<file path="config.mk">
export PLATFORM = sky130hd
export DESIGN_NAME = operation_timer
export DESIGN_NICKNAME = d
export VERILOG_FILES = /design/src/rtl/operation_timer_pkg.sv /design/src/rtl/operation_timer_tick_divider.sv /design/src/rtl/operation_timer.sv
export SDC_FILE = /design/constraint.sdc
export NUM_CORES = 1
export LEC_CHECK = 0
export ABC_CLOCK_PERIOD_IN_PS = 2100
export BUFFER_PORTS_ARGS = -buffer_cell sky130_fd_sc_hd__buf_4
export CORE_MARGIN = 2
export CORE_UTILIZATION = 42
export CTS_BUF_LIST = sky130_fd_sc_hd__clkbuf_8
export DETAILED_ROUTE_END_ITERATION = 12
export PLACE_DENSITY = 0.69
export REMOVE_ABC_BUFFERS = 1
export SYNTH_ARGS = -nofsm -noshare
export SYNTH_HDL_FRONTEND = slang
export SYNTH_HIERARCHICAL = 1
export SYNTH_SLANG_ARGS = --single-unit
export TNS_END_PERCENT = 10
</file>
<file path="constraint.sdc">
create_clock -name clk -period 2.1 [get_ports clk]
set_input_delay 0.42 -clock clk [delete_from_list [all_inputs] [get_ports clk]]
set_output_delay 0.42 -clock clk [all_outputs]
set_load 0.02 [all_outputs]
</file>
<file path="src/rtl/operation_timer_pkg.sv">
// Shared types and field widths for the operation timer and its upstream mode FSM.
package operation_timer_pkg;

   typedef enum logic [1:0] {
      IDLE = 2'd0,
      RUN  = 2'd1,
      DONE = 2'd2
   } state_t;

   localparam int unsigned PWM_W   = 3;
   localparam int unsigned TIME_W  = 4;
   localparam int unsigned POWER_W = 3;

endpackage

</file>
<file path="src/rtl/operation_timer_tick_divider.sv">
// Time-unit prescaler: emits a one-cycle tick each TICKS_PER_UNIT enabled cycles.
module tick_divider #(
   parameter int unsigned TICKS_PER_UNIT = 4
) (
   input  logic clk,
   input  logic rst,
   input  logic load,
   input  logic enable,
   output logic tick
);

   localparam logic [7:0] RELOAD = 8'(TICKS_PER_UNIT - 1);

   logic [7:0] count_q, count_d;

   assign tick = enable && (count_q == '0);

   always_comb begin
      count_d = count_q;
      if (load) begin
         count_d = RELOAD;
      end else if (enable) begin
         count_d = (count_q == '0) ? RELOAD : count_q - 8'd1;
      end
   end

   always_ff @(posedge clk) begin
      if (rst) count_q <= '0;
      else     count_q <= count_d;
   end

endmodule

</file>
<file path="src/rtl/operation_timer.sv">
// Runs one timed operation: latches power/time on start, counts down in
// prescaled units and drives a power-proportional PWM heater enable.
module operation_timer
   import operation_timer_pkg::*;
#(
   parameter int unsigned TICKS_PER_UNIT = 4,
   parameter int unsigned PWM_PERIOD     = 8
) (
   input  logic               clk,
   input  logic               rst,
   input  logic               start,
   input  logic               stop,
   input  logic [POWER_W-1:0] U,
   input  logic [TIME_W-1:0]  R,
   output logic               heater,
   output logic               busy,
   output logic               done,
   output logic [TIME_W-1:0]  remaining
);

   localparam logic [PWM_W-1:0] PWM_LAST = PWM_W'(PWM_PERIOD - 1);

   state_t             state_q, state_d;
   logic [POWER_W-1:0] u_lat_q, u_lat_d;
   logic [TIME_W-1:0]  rem_q,   rem_d;
   logic [PWM_W-1:0]   pwm_q,   pwm_d;
   logic               presc_load;
   logic               tick;

   tick_divider #(
      .TICKS_PER_UNIT(TICKS_PER_UNIT)
   ) u_tick_divider (
      .clk    (clk),
      .rst    (rst),
      .load   (presc_load),
      .enable (state_q == RUN),
      .tick   (tick)
   );

   always_comb begin
      state_d    = state_q;
      u_lat_d    = u_lat_q;
      rem_d      = rem_q;
      pwm_d      = pwm_q;
      presc_load = 1'b0;
      unique case (state_q)
         IDLE: begin
            if (start && !stop && (R != '0)) begin
               state_d    = RUN;
               u_lat_d    = U;
               rem_d      = R;
               pwm_d      = '0;
               presc_load = 1'b1;
            end
         end
         RUN: begin
            if (stop) begin
               state_d = IDLE;
               rem_d   = '0;
            end else begin
               pwm_d = (pwm_q == PWM_LAST) ? '0 : pwm_q + PWM_W'(1);
               // The final unit expires straight into DONE; R=0 is never accepted so no underflow.
               if (tick) begin
                  rem_d = rem_q - TIME_W'(1);
                  if (rem_q == TIME_W'(1)) state_d = DONE;
               end
            end
         end
         DONE:    state_d = IDLE;
         default: state_d = IDLE;
      endcase
   end

   always_ff @(posedge clk) begin
      if (rst) begin
         state_q <= IDLE;
         u_lat_q <= '0;
         rem_q   <= '0;
         pwm_q   <= '0;
      end else begin
         state_q <= state_d;
         u_lat_q <= u_lat_d;
         rem_q   <= rem_d;
         pwm_q   <= pwm_d;
      end
   end

   assign busy      = (state_q == RUN);
   assign done      = (state_q == DONE);
   assign heater    = (state_q == RUN) && (pwm_q < u_lat_q);
   assign remaining = rem_q;

endmodule

</file>
# After elaboration in Yosys (flattened, before gate mapping)
# Index checks and enable logic that the tools add are counted.
[totals]
ff_bits = 20
out_inout_bits = 7
elab_cells = 51
[classes]
add_sub_neg = 3
n_lt_le_gt_ge = 1
n_eq_ne = 8
muxes = 18
reduce_logical = 15
[ops]
columns = ["cell", "count"]
rows = [
  ["2-to-1 mux 2 bit", 6],
  ["2-to-1 mux 4 bit", 3],
  ["2-to-1 mux 3 bit", 3],
  ["AND reduction 3 bit", 3],
  ["zero test 8 bit", 1],
  ["2-to-1 mux 8 bit", 1],
  ["case mux 4 bit (2 select lines)", 1],
  ["subtractor 8 x 1 -> 8 bit (second input constant)", 1],
  ["inequality test 3 bit (second input constant)", 2],
  ["case mux 3 bit (2 select lines)", 1],
  ["equality test 4 x 1 -> 1 bit (second input constant)", 1],
  ["logical AND 1 bit", 4],
  ["inequality test 2 bit (second input constant)", 2],
  ["case mux 2 bit (2 select lines)", 1],
  ["nonzero test 2 bit", 2],
  ["nonzero test 4 bit", 1],
  ["subtractor 4 x 1 -> 4 bit (second input constant)", 1],
  ["adder 3 x 1 -> 3 bit (second input constant)", 1],
  ["equality test 3 bit (second input constant)", 1],
  ["less-than comparator 3 bit", 1],
  ["equality test 2 x 1 -> 1 bit (second input constant)", 1],
  ["equality test 2 bit (second input constant)", 1],
  ["zero test 2 bit", 1],
  ["2-to-1 mux 1 bit", 2],
  ["other kinds (3)", 3],
]

# Depth between registers and ports, before layout
[logic_depth]
word_depth = 6
depth_mapped = 9
depth_no_buf = 8

# By module
# The synthesis kept the hierarchy.
[by_module_without_submodules]
columns = ["module", "n_inst", "cells_per_inst", "area_each_um2", "seq_area_each_um2"]
rows = [
  ["operation_timer", 1, 79, 729.4, 240.2],
  ["tick_divider", 1, 48, 419.2, 160.2],
]

# Worst setup path after synthesis
# Ideal clock, no wire load.
[synth_timing]
kind = "register -> register"
startpoint = "reg state_q[1]"
endpoint = "reg rem_q[1] (netlist: remaining[1])"
t_arrival_ns = 1.899
path_slack_ns = 0.116
path_stages_with_launch = 10
path_buffers = 1
path_cell_list = "dfxtp_1 nand2b_1 buf_6 inv_1 nand4bb_1 nor2_1 nor2_1 o2bb2ai_1 nor2_1 a211oi_1"
[synth_between]
elab_chain_cells = 4
elab_cells_between_ends = 8
[synth_lines]
columns = ["item", "line_no", "text"]
rows = [
  ["start: declaration", "operation_timer.sv:23", "state_t state_q, state_d;"],
  ["start signal: assignment", "operation_timer.sv:81", "state_q <= state_d;"],
  ["equality test 2 x 1 -> 1 bit", "-", ""],
  ["via busy", "operation_timer.sv:16", "output logic busy,"],
  ["logical AND 1 bit", "operation_timer_tick_divider.sv:16", "assign tick = enable && (count_q == '0);"],
  ["via tick", "operation_timer.sv:28", "logic tick;"],
  ["inequality test 3 bit (no source line)", "-", ""],
  ["AND reduction 3 bit (no source line)", "-", ""],
  ["end signal: assignment", "operation_timer.sv:83", "rem_q <= rem_d;"],
  ["end: declaration", "operation_timer.sv:25", "logic [TIME_W-1:0] rem_q, rem_d;"],
]
# The timed path passes the listed nets, and every way through them passes these cells.
# A chain may end at the register's enable or synchronous reset.

# Worst setup path in the final report
[layout_timing]
startpoint = "reg u_lat_q[1]"
endpoint = "out heater"
[layout_between]
elab_chain_cells = 2
[layout_lines]
columns = ["item", "line_no", "text"]
rows = [
  ["start: declaration", "operation_timer.sv:24", "logic [POWER_W-1:0] u_lat_q, u_lat_d;"],
  ["start signal: assignment", "operation_timer.sv:82", "u_lat_q <= u_lat_d;"],
  ["less-than comparator 3 bit", "operation_timer.sv:90", "assign heater = (state_q == RUN) && (pwm_q < u_lat_q);"],
  ["logical AND 1 bit", "operation_timer.sv:90", ""],
  ["end: declaration", "operation_timer.sv:15", "output logic heater,"],
]
# No other way between the ends.

==> impl_metrics.json <==
{
  "outcome": "complete, no violations",
  "synthTopCellsByCount": "20 x dfxtp_1, 12 x a21oi_1, 12 x inv_1, 12 x nand2_1, 9 x nor2_1",
  "crit_required_ns": 1.68,
  "syn_area_sq_mm": 0.00115,
  "cts.sinks": 20,
  "dp_hpwl_um": 1950,
  "area_growth_pct": 21.8,
  "clk_latency_ns": 0.26,
  "final_util": 0.550,
  "wire_per_inst_um": 14.3,
  "synthTopCellsByArea": "dfxtp_1 35%, ha_1 7.6%, a21oi_1 5.2%, inv_1 3.9%, nand2_1 3.9%",
  "grt_max_degree": 16,
  "p_per_area_mw_per_mm2": 701,
  "htree_num_levels": 1,
  "crit_fanout": 2,
  "cp-end-kind": "primary output",
  "final_area_sq_mm": 0.00140,
  "hold_viol": 0,
  "yosysTopAreaCellShare": 0.349,
  "coreArea_sq_mm": 0.00254,
  "antennaDiodeCount": 0,
  "io_buffers": 17,
  "die_h_um": 56.3,
  "ctsLongestPathBuffers": 2,
  "fin_setup_tns_ns": 0,
  "synth_cell_types": 43,
  "ys.flop_type": "dfxtp_1",
  "rsz0062_at_grt": "false",
  "std_cell_rows": 18,
  "cts_inserted_buffers": 3,
  "start_kind": "flop",
  "initial_core_util": 0.451,
  "track_usage": 0.179,
  "cts_root_buf": "clkbuf_8",
  "slew_violations": 0,
  "antenna_left": 0,
  "die-area_sq_mm": 0.00317,
  "synth_edf_count": 0,
  "ys_ff_latch": 20,
  "grt_antenna_before_repair": 0,
  "ys_warn_count": 6,
  "die_w_um": 56.3,
  "r2r_setup_slack_ns": 0.26,
  "cts_tree": "done",
  "placed_area_sq_mm": 0.00132,
  "drc": 0,
  "maxCapViolCount": 0,
  "pin_count": 18,
  "fillers": 244,
  "overflow": 0,
  "hold_path.class": "input port to flop",
  "async_flop_share": 0,
  "grt_pass1_vias": 966,
  "clock_skew_ns": 0.00659,
  "grt_pass1_wl_um": 4460,
  "critPathArrivalTime_ns": 1.54,
  "cts_resized": 0,
  "yosysSeqAreaShare": 0.349,
  "synthesis.instances": 127,
  "avgViaCountPerCell": 5.74,
  "critPathKind": "flop to primary output",
  "power_w": 0.000981,
  "cts_hold_buf": 0,
  "clk_pin_slew_worst_paths_ns": 0.08,
  "gp_congestion": 0.857,
  "avgSynthCellArea_sq_um": 9.04,
  "period_share": 0.933,
  "cts_setup_buffers": 0,
  "period_needed_ns": 1.96,
  "max_slew_margin": 0.688,
  "vdd_drop_max_mv": 0.461,
  "via_count": 1028,
  "worstMarginPinSlew_ns": 0.462,
  "drive_gt1_frac": 0.221,
  "drtIter0Drc": 47,
  "synth_top_area_cell": "dfxtp_1",
  "fmax_mhz": 510,
  "wirelength_um": 2570,
  "p_leak_nw": 0.560,
  "layout.nets": 168,
  "yosysMostFrequentCell": "dfxtp_1",
  "dr.pass1.iters": 4,
  "setup_violations": 0
}
state kept, by name, summed over array words and instances (netlist names):
signal / flops
pwm_q: 3
remaining: 4
state_q: 2
u_lat_q: 3
u_tick_divider/count_q: 8
cells in the final DEF, fill, tap and decap left out, drive strengths merged, types with 2 or more instances in the layout:
cell / Yosys / layout
a211oi: 3 / 3
or3b: 2 / 2
nand2: 12 / 12
o31ai: 2 / 2
o41ai: 2 / 2
xor2: 2 / 2
buf: 2 / 20
o21ai: 3 / 3
o311ai: 2 / 2
nor3: 6 / 6
a22o: 4 / 4
inv: 12 / 12
clkbuf: 0 / 3
a21oi: 12 / 12
nand3: 4 / 4
nand2b: 2 / 2
ha: 7 / 7
nor2: 10 / 10
dfxtp: 20 / 20
layer usage:
metal,GRT usage,vias up,routed length (um)
li1,-,517,-
met1,0.244,488,1210
met2,0.282,19,1240
met3,0.0276,4,90
met4,0.0714,0,25
met5,0,-,0
through the flow:
stage / hold slack (ns) / instances / worst slack, ns
global route: 0.418 / 179 / 0.00947
global placement: 0.454 / 175 / 0.216
detailed placement: 0.451 / 175 / 0.0502
floorplan: 0.430 / 125 / 0.0426
CTS: 0.409 / 179 / 0.127
finish: 0.414 / 179 / 0.140
worst max-delay path: stages, from the launching register on:
cell,delay (ns)
dfxtp_1,0.34
inv_1,0.05
ha_1,0.29
a21o_1,0.17
a211oi_1,0.25
buf_4,0.19
power breakdown:
group | internal, W | switching (W) | leakage [nW] | total [W]
registers | 0.000398 | 0.0000211 | 0.163 | 0.000419
logic | 0.0000810 | 0.0000975 | 0.361 | 0.000178
clock network | 0.000254 | 0.000129 | 0.0357 | 0.000383
layout make-up:
type                    count  area [sq um]  share of cell area
clock buffers               3          41.3              0.0295
clock inverters             1          30.0              0.0215
inverters                  12          45.0              0.0322
multi-input cells          93           694               0.496
flip-flops and latches     20           400               0.286
well taps                  30          37.5              0.0268
repair buffers             20           150               0.107
path summary, 6_finish.rpt:
check	startpoint	to	cells past startpoint
worst max-delay path	u_lat_q[1]$_SDFFE_PP0P_	heater	5
worst min register to register	u_lat_q[2]$_SDFFE_PP0P_	u_lat_q[2]$_SDFFE_PP0P_	2
worst max register to register	u_tick_divider/count_q[7]$_SDFFE_PP0P_	remaining[1]$_SDFFE_PP0P_	6
worst min-delay path	U[2]	u_lat_q[2]$_SDFFE_PP0P_	3
cell families (layout without fill, tap and decap cells):
family | after synthesis | count (layout) | synth area share
AND/OR/NAND/NOR | 46 | 46 | 0.241
flip-flops | 20 | 20 | 0.349
adder cells (fa/ha/maj) | 7 | 7 | 0.0762
buffers and inverters | 14 | 36 | 0.0523
XOR/XNOR | 2 | 2 | 0.0153
AO/OA/AOI/OAI | 38 | 38 | 0.267
No activity file was read; power rests on OpenSTA's default activity.
